`src/rtl/fb_pkg.sv`:
```
// Shared types and defaults for the frame-buffer write sequencer.
package fb_pkg;

    localparam int FB_WIDTH  = 12;
    localparam int FB_DEPTH  = 76800;
    localparam int FB_ADDR_W = $clog2(FB_DEPTH);

    typedef enum logic [1:0] {
        IDLE       = 2'd0,
        WAIT_VSYNC = 2'd1,
        CAPTURE    = 2'd2,
        DONE       = 2'd3
    } wr_state_t;

    typedef logic [FB_WIDTH-1:0] pixel_t;

endpackage

```
`src/rtl/frame_buffer_write_ctrl_rising_edge_detect.sv`:
```
// Rising-edge detector with a configurable history reset value, so a level
// already high when reset releases is not mistaken for an edge.
module rising_edge_detect
    import fb_pkg::*;
#(
    parameter logic RESET_VAL = 1'b0
) (
    input  logic clk_i,
    input  logic reset_i,
    input  logic sig_i,
    output logic edge_o
);

    logic r_sig_q;

    // History register for the edge comparison
    always_ff @(posedge clk_i) begin
        if (reset_i) begin
            r_sig_q <= RESET_VAL;
        end else begin
            r_sig_q <= sig_i;
        end
    end

    assign edge_o = sig_i & ~r_sig_q;

endmodule

```
`src/rtl/frame_buffer_write_ctrl.sv`:
```
// Drives the frame-buffer RAM write port from the camera pixel stream:
// vsync-aligned linear addressing, frame-done pulse and sticky error flags.
module frame_buffer_write_ctrl
    import fb_pkg::*;
#(
    parameter  int WIDTH  = FB_WIDTH,
    parameter  int DEPTH  = FB_DEPTH,
    localparam int ADDR_W = $clog2(DEPTH)
) (
    input  logic              clk_i,
    input  logic              reset_i,
    input  logic              enable_i,
    input  logic              continuous_i,
    input  logic              vsync_i,
    input  logic              pixel_valid_i,
    input  logic [WIDTH-1:0]  pixel_data_i,
    input  logic              clear_flags_i,
    output logic              wr_en_o,
    output logic [ADDR_W-1:0] wr_address_o,
    output logic [WIDTH-1:0]  wr_data_o,
    output logic              busy_o,
    output logic              frame_done_o,
    output logic [15:0]       frame_count_o,
    output logic              short_frame_o,
    output logic              overflow_o
);

    localparam logic [ADDR_W-1:0] LAST_ADDR = ADDR_W'(DEPTH - 1);

    wr_state_t         r_state;
    wr_state_t         w_next_state;
    logic              w_vs_edge;
    logic              w_busy;
    logic              w_accept;
    logic              w_frame_end;
    logic              w_arm;
    logic              w_set_short;
    logic              w_set_over;
    logic [ADDR_W-1:0] r_count;
    logic              r_had_frame;
    logic              r_wr_en;
    logic [ADDR_W-1:0] r_wr_addr;
    logic [WIDTH-1:0]  r_wr_data;
    logic              r_frame_done;
    logic [15:0]       r_frame_count;
    logic              r_short;
    logic              r_overflow;

    rising_edge_detect #(
        .RESET_VAL(1'b1)
    ) u_vsync_edge (
        .clk_i  (clk_i),
        .reset_i(reset_i),
        .sig_i  (vsync_i),
        .edge_o (w_vs_edge)
    );

    // FSM state register
    always_ff @(posedge clk_i) begin
        if (reset_i) begin
            r_state <= IDLE;
        end else begin
            r_state <= w_next_state;
        end
    end

    // FSM next-state logic; dropping enable aborts from any state
    always_comb begin
        w_next_state = r_state;
        if (!enable_i) begin
            w_next_state = IDLE;
        end else begin
            case (r_state)
                IDLE:       w_next_state = WAIT_VSYNC;
                WAIT_VSYNC: w_next_state = w_vs_edge ? CAPTURE : WAIT_VSYNC;
                CAPTURE:    w_next_state = w_frame_end ? DONE : CAPTURE;
                DONE:       w_next_state = continuous_i ? WAIT_VSYNC : IDLE;
                default:    w_next_state = IDLE;
            endcase
        end
    end

    // FSM decoded controls; a vsync edge in CAPTURE discards the coincident pixel
    always_comb begin
        w_busy      = 1'b0;
        w_accept    = 1'b0;
        w_arm       = 1'b0;
        w_set_short = 1'b0;
        w_set_over  = 1'b0;
        case (r_state)
            IDLE: begin
                w_arm = enable_i;
            end
            WAIT_VSYNC: begin
                w_busy     = 1'b1;
                w_set_over = enable_i & pixel_valid_i & r_had_frame;
            end
            CAPTURE: begin
                w_busy      = 1'b1;
                w_set_short = enable_i & w_vs_edge;
                w_accept    = enable_i & ~w_vs_edge & pixel_valid_i;
            end
            DONE: begin
                w_busy = 1'b0;
            end
            default: begin
                w_busy = 1'b0;
            end
        endcase
        w_frame_end = w_accept & (r_count == LAST_ADDR);
    end

    // Pixel counter: restarts on frame end, vsync, abort or outside CAPTURE
    always_ff @(posedge clk_i) begin
        if (reset_i) begin
            r_count <= '0;
        end else if (w_accept && !w_frame_end) begin
            r_count <= r_count + ADDR_W'(1'b1);
        end else if (w_accept || (r_state != CAPTURE) || w_vs_edge || !enable_i) begin
            r_count <= '0;
        end else begin
            r_count <= r_count;
        end
    end

    // Registered write port, frame bookkeeping and sticky flags (set beats clear)
    always_ff @(posedge clk_i) begin
        if (reset_i) begin
            r_wr_en       <= 1'b0;
            r_wr_addr     <= '0;
            r_wr_data     <= '0;
            r_frame_done  <= 1'b0;
            r_frame_count <= 16'd0;
            r_had_frame   <= 1'b0;
            r_short       <= 1'b0;
            r_overflow    <= 1'b0;
        end else begin
            r_wr_en      <= w_accept;
            r_frame_done <= w_frame_end;
            if (w_accept) begin
                r_wr_addr <= r_count;
                r_wr_data <= pixel_data_i;
            end
            if (w_frame_end) begin
                r_frame_count <= r_frame_count + 16'd1;
            end
            if (w_frame_end) begin
                r_had_frame <= 1'b1;
            end else if (w_arm) begin
                r_had_frame <= 1'b0;
            end
            r_short    <= w_set_short | (r_short & ~clear_flags_i);
            r_overflow <= w_set_over | (r_overflow & ~clear_flags_i);
        end
    end

    assign wr_en_o       = r_wr_en;
    assign wr_address_o  = r_wr_addr;
    assign wr_data_o     = r_wr_data;
    assign busy_o        = w_busy;
    assign frame_done_o  = r_frame_done;
    assign frame_count_o = r_frame_count;
    assign short_frame_o = r_short;
    assign overflow_o    = r_overflow;

endmodule

```
`config.mk`:
```
export PLATFORM = sky130hd
export DESIGN_NAME = frame_buffer_write_ctrl
export DESIGN_NICKNAME = d
export VERILOG_FILES = /design/src/rtl/fb_pkg.sv /design/src/rtl/frame_buffer_write_ctrl_rising_edge_detect.sv /design/src/rtl/frame_buffer_write_ctrl.sv
export SDC_FILE = /design/constraint.sdc
export NUM_CORES = 1
export LEC_CHECK = 0
export BUFFER_PORTS_ARGS = -buffer_cell sky130_fd_sc_hd__buf_2
export CAP_MARGIN = 20
export CORE_MARGIN = 2
export CORE_UTILIZATION = 45
export DETAILED_ROUTE_END_ITERATION = 12
export PLACE_DENSITY_LB_ADDON = 0.08
export SLEW_MARGIN = 20
export SYNTH_ARGS = -nofsm -noshare
export SYNTH_HDL_FRONTEND = slang
export SYNTH_HIERARCHICAL = 1
export SYNTH_SLANG_ARGS = --single-unit
```
`constraint.sdc`:
```
create_clock -name clk_i -period 2.8 [get_ports clk_i]
set_input_delay 0.14 -clock clk_i [delete_from_list [all_inputs] [get_ports clk_i]]
set_output_delay 0.14 -clock clk_i [all_outputs]
set_load 0.005 [all_outputs]
```
; Yosys cells after proc, flatten, opt, wreduce, memory -nomap -nowiden
; Index checks and enable logic that the tools add are counted.
; W data, S select, Z words.
[classes]
addsub = 2
muxes = 13
reduce_logical = 11
eq_ne = 5
n_bitwise = 15
[op_table]
columns = cell, count
row1 = $mux W17, 2
row2 = $add A17 B1 Y17 const B, 1
row3 = $eq A17 B17 Y1 const B, 1
row4 = $add A16 B1 Y16 const B, 1
row5 = $and A1 B1 Y1, 9
row6 = $mux W1, 9
row7 = $pmux W2 S4, 1
row8 = $eq A2 B2 Y1 const B, 2
row9 = $not A1 Y1, 4
row10 = $reduce_bool A2 Y1, 2
row11 = $reduce_or A2 Y1, 2
row12 = $logic_or A1 B1 Y1, 3
row13 = $eq A2 B1 Y1 const B, 1
row14 = $logic_not A1 Y1, 2
row15 = $logic_not A2 Y1, 1
row16 = $mux W2, 1
row17 = $ne A2 B2 Y1 const B, 1
row18 = $or A1 B1 Y1, 2
row19 = $logic_and A1 B1 Y1, 1
[word_totals]
out_inout_bits = 50
wordCells = 57
reg_bits = 70

; Depth between registers and ports, before layout
[logic_depth]
word_depth = 11
ltp_mapped = 8
depth_no_buf = 7

; By module
; Netlist, hierarchy kept.
[modules_own_cells]
columns = module, instances, seq_area_each_um2, area_each_um2, cells_per_inst
row1 = frame_buffer_write_ctrl, 1, 1381.3, 2960.3, 353
row2 = rising_edge_detect, 1, 20.0, 32.5, 3

; Least setup slack after synthesis
; No wires, ideal clock.
[synth_timing]
kind = reg2reg
startpoint = register r_state[0]
endpoint = register r_frame_count[15], in the netlist frame_count_o[15]
path_slack_ps = 650
path_stages_with_launch = 8
n_path_buf = 0
arrival_time_ps = 2080
setup_time_ps = 70
cell_sequence = dfxtp_1 > inv_1 > ha_1 > nand4b_4 > nor4_4 > nand3_4 > or4_1 > a21oi_1
[synth_via]
elab_chain_len = 3
[synth_rtl]
columns = item, line_no
row1 = "start, declared", frame_buffer_write_ctrl.sv:30  ; wr_state_t r_state;
row2 = "start signal, assigned", frame_buffer_write_ctrl.sv:63  ; r_state <= w_next_state;
row3 = $eq A2 B2 Y1, frame_buffer_write_ctrl.sv:90  ; case (r_state)
row4 = $mux W1, frame_buffer_write_ctrl.sv:90
row5 = $and A1 B1 Y1, frame_buffer_write_ctrl.sv:110  ; w_frame_end = w_accept & (r_count == LAST_ADDR);
row6 = "end signal, assigned", frame_buffer_write_ctrl.sv:145  ; r_frame_count <= r_frame_count + 16'd1;
row7 = "end, declared", frame_buffer_write_ctrl.sv:45  ; logic [15:0] r_frame_count;
; Every way passes these cells.
; A chain may end at the register's enable or synchronous reset.

; Final worst setup path
; Ends and elaborated chain as after synthesis.

==> out/qor.yml <==
clocking:
  cts_sinks: 70
  cts_tree: "yes"
  postCtsSetupBuffers: 0
  clockBufferDepth: 2
  cts_buffers: 9
  htree_levels: 3
  clock_latency_ps: 340
  holdBufCountCts: 1
  cts_root_buf: "clkbuf_8"
  cts-resized-gates: 0
  clk_pin_slew_ps: 70
min_path:
  hold_path.class: "in2reg"
  worstHoldStart: "pixel_data_i[9]"
synth:
  async_flop_share: 0
  syn_inst: 356
  ys_seq_elements: 70
  avgSynthCellArea_um2: 8.41
  syn_nets: 382
  yosysSeqAreaShare: 0.468
  yosysUniqueCellTypes: 43
  yosysWarnings: 6
  syn_area_mm2: 0.00299
  synthFlopType: "dfxtp_1"
  synth_enable_flop_cells: 0
finish:
  area_delta_synth_final_pct: 19.6
  drive_gt1_frac: 0.238
  final_cells: 509
  fin_nets: 453
  antenna_cells: 0
worst_setup_path:
  crit_required_ps: 3070
  critPathLaunchType: "register"
  crit_path_end_kind: "register"
  timing.rr.start: "r_state[0]"
  crit_path_start: "r_state[0]"
  worstPathArrival_ps: 2450
  crit_fanout: 10
  critPathKind: "reg2reg"
place:
  portBuffers: 68
  dp_hpwl_mm: 4.52
  place.gp.congestion: 0.780
  dp.cells: 492
floorplanning:
  die_h_um: 85.6
  die_x_um: 85.6
  pin_count: 69
  core-area_mm2: 0.00639
  dieArea_mm2: 0.00732
  rows: 29
  initial_utilization: 0.469
power:
  power.leakage_nw: 1.47
  irDropWorstVdd_v: 0.000412
  power.density_mw_per_mm2: 482
sta:
  whs_ps: 31.0
  finalMaxSlewViolations: 0
  max_freq_mhz: 459
  hold_violations: 0
  setup_viol: 0
  rsz0062_at_grt: "no"
  fin_crit_sh: 0.778
  fin_tns_setup_ps: 0
  tightest_slew_ps: 660
  layout_min_cycle_time_ps: 2180
  skew_ps: 8.26
  max_slew_margin: 0.559
grt:
  antenna_found_initial: 0
  grt_max_degree: 52
  grt_overflow: 0
  grt_pass1_wl_mm: 11.2
  grt_pass1_vias: 2391
  track_usage: 0.189
route:
  num_vias: 2626
  first_pass_iters: 4
  dr.first_iter.drc_count: 114
  ant_nets: 0
  avgViaCountPerCell: 5.16
  drt-total-wl_mm: 6.60
  post-route-drc-count: 0
  wl_per_cell_um: 13.0
status:
  outcome: "finished, final reports clean"
job:
  maxCapViolations: 0
critical path, cell delays in order (launching register included):
cell and delay (ps):
dfxtp_1 340, inv_1 130, ha_1 270, nand4b_4 140, nor4_4 280, buf_4 230
nand3_4 100, or4_1 490, a21oi_1 140
cells by family (layout without fill, tap and decap cells):
family          Yosys count  after routing  synth area share
xor+xnor                 11             11            0.0322
mux                       1              1           0.00334
fa+ha+maj                 7              7            0.0293
compound gates           76             76             0.135
buf+inv                  31            107            0.0460
simple gates            160            160             0.286
flops                    70             70             0.468
final cells by class:
cell class	instances	area [um^2]
Clock inverter	4	23.8
Clock buffer	12	135
Tap cell	77	96.3
Timing Repair Buffer	77	410
Inverter	14	52.6
Sequential cell	70	1400
Fill cell	613	2810
Multi-Input combinational cell	255	1460
Yosys cell counts (2+ instances only):
| cell | count | area share |
|---|---|---|
| o31ai_1 | 2 | 0.0050 |
| buf_1 | 2 | 0.0025 |
| ha_1 | 7 | 0.029 |
| and2_2 | 2 | 0.0050 |
| buf_6 | 2 | 0.0075 |
| dfxtp_1 | 70 | 0.47 |
| clkbuf_1 | 10 | 0.013 |
| o21ai_0 | 17 | 0.028 |
| a21oi_1 | 51 | 0.085 |
| and3_2 | 2 | 0.0050 |
| nor2b_1 | 3 | 0.0063 |
| and4_1 | 4 | 0.012 |
| nand3_1 | 15 | 0.025 |
| or3_1 | 12 | 0.025 |
| xor2_1 | 10 | 0.029 |
| inv_1 | 14 | 0.018 |
| nand4_1 | 13 | 0.027 |
| nor2_1 | 11 | 0.014 |
| and2_1 | 2 | 0.0042 |
| and3_1 | 5 | 0.010 |
| nand2_1 | 80 | 0.10 |
per-stage QoR:
stage	instance area (um^2)	worst slack (ps)	power (W)	utilization
2_1_floorplan	2990	650	0.00104	-
3_3_place_gp	3400	510	0.00106	0.533
3_5_place_dp	3400	453	0.00106	0.533
4_1_cts	3570	409	0.00174	0.560
5_1_grt	3580	411	0.00179	0.561
6_report	3580	621	0.00172	0.561
registers in the layout, summed over array words and instances (netlist names), named ones only:
name,flops
frame_count_o,16
r_state,1
r_count,17
wr_address_o,17
short_frame_o,1
frame_done_o,1
wr_en_o,1
overflow_o,1
u_vsync_edge/r_sig_q,1
wr_data_o,12
r_had_frame,1
power by group:
part	switching [W]	internal [W]
registers	0.00000108	0.000997
clock network	0.000367	0.000320
logic	0.0000242	0.0000159
path summary, 6_finish.rpt:
| path | to | slack (ps) | depth (start not counted) |
|---|---|---|---|
| setup reg to reg | frame_count_o[15] | 620 | 8 |
| hold / removal | wr_data_o[9] | 30 | 3 |
| hold reg to reg | wr_data_o[5] | 450 | 2 |
| setup / recovery | frame_count_o[15] | 620 | 8 |
layer usage:
layer  wire length (um)  GRT usage
met1               3330      0.273
met3                369     0.0395
met4                 52     0.0736
met5                  0          0
met2               2840      0.276
placed cells by master, fill, tap and decap left out, drive strengths merged, types with 2 or more instances in the layout:
| master | count |
|---|---|
| clkinv | 4 |
| nand3 | 16 |
| or3 | 13 |
| and2 | 4 |
| o31ai | 2 |
| and4 | 4 |
| nand4 | 14 |
| clkbuf | 12 |
| buf | 76 |
| a21oi | 51 |
| inv | 14 |
| dfxtp | 70 |
| xor2 | 10 |
| and3 | 7 |
| o21ai | 17 |
| nor2 | 11 |
| nand2 | 80 |
| ha | 7 |
| nor2b | 3 |
Note: power is estimated with default switching activity, not from simulation.
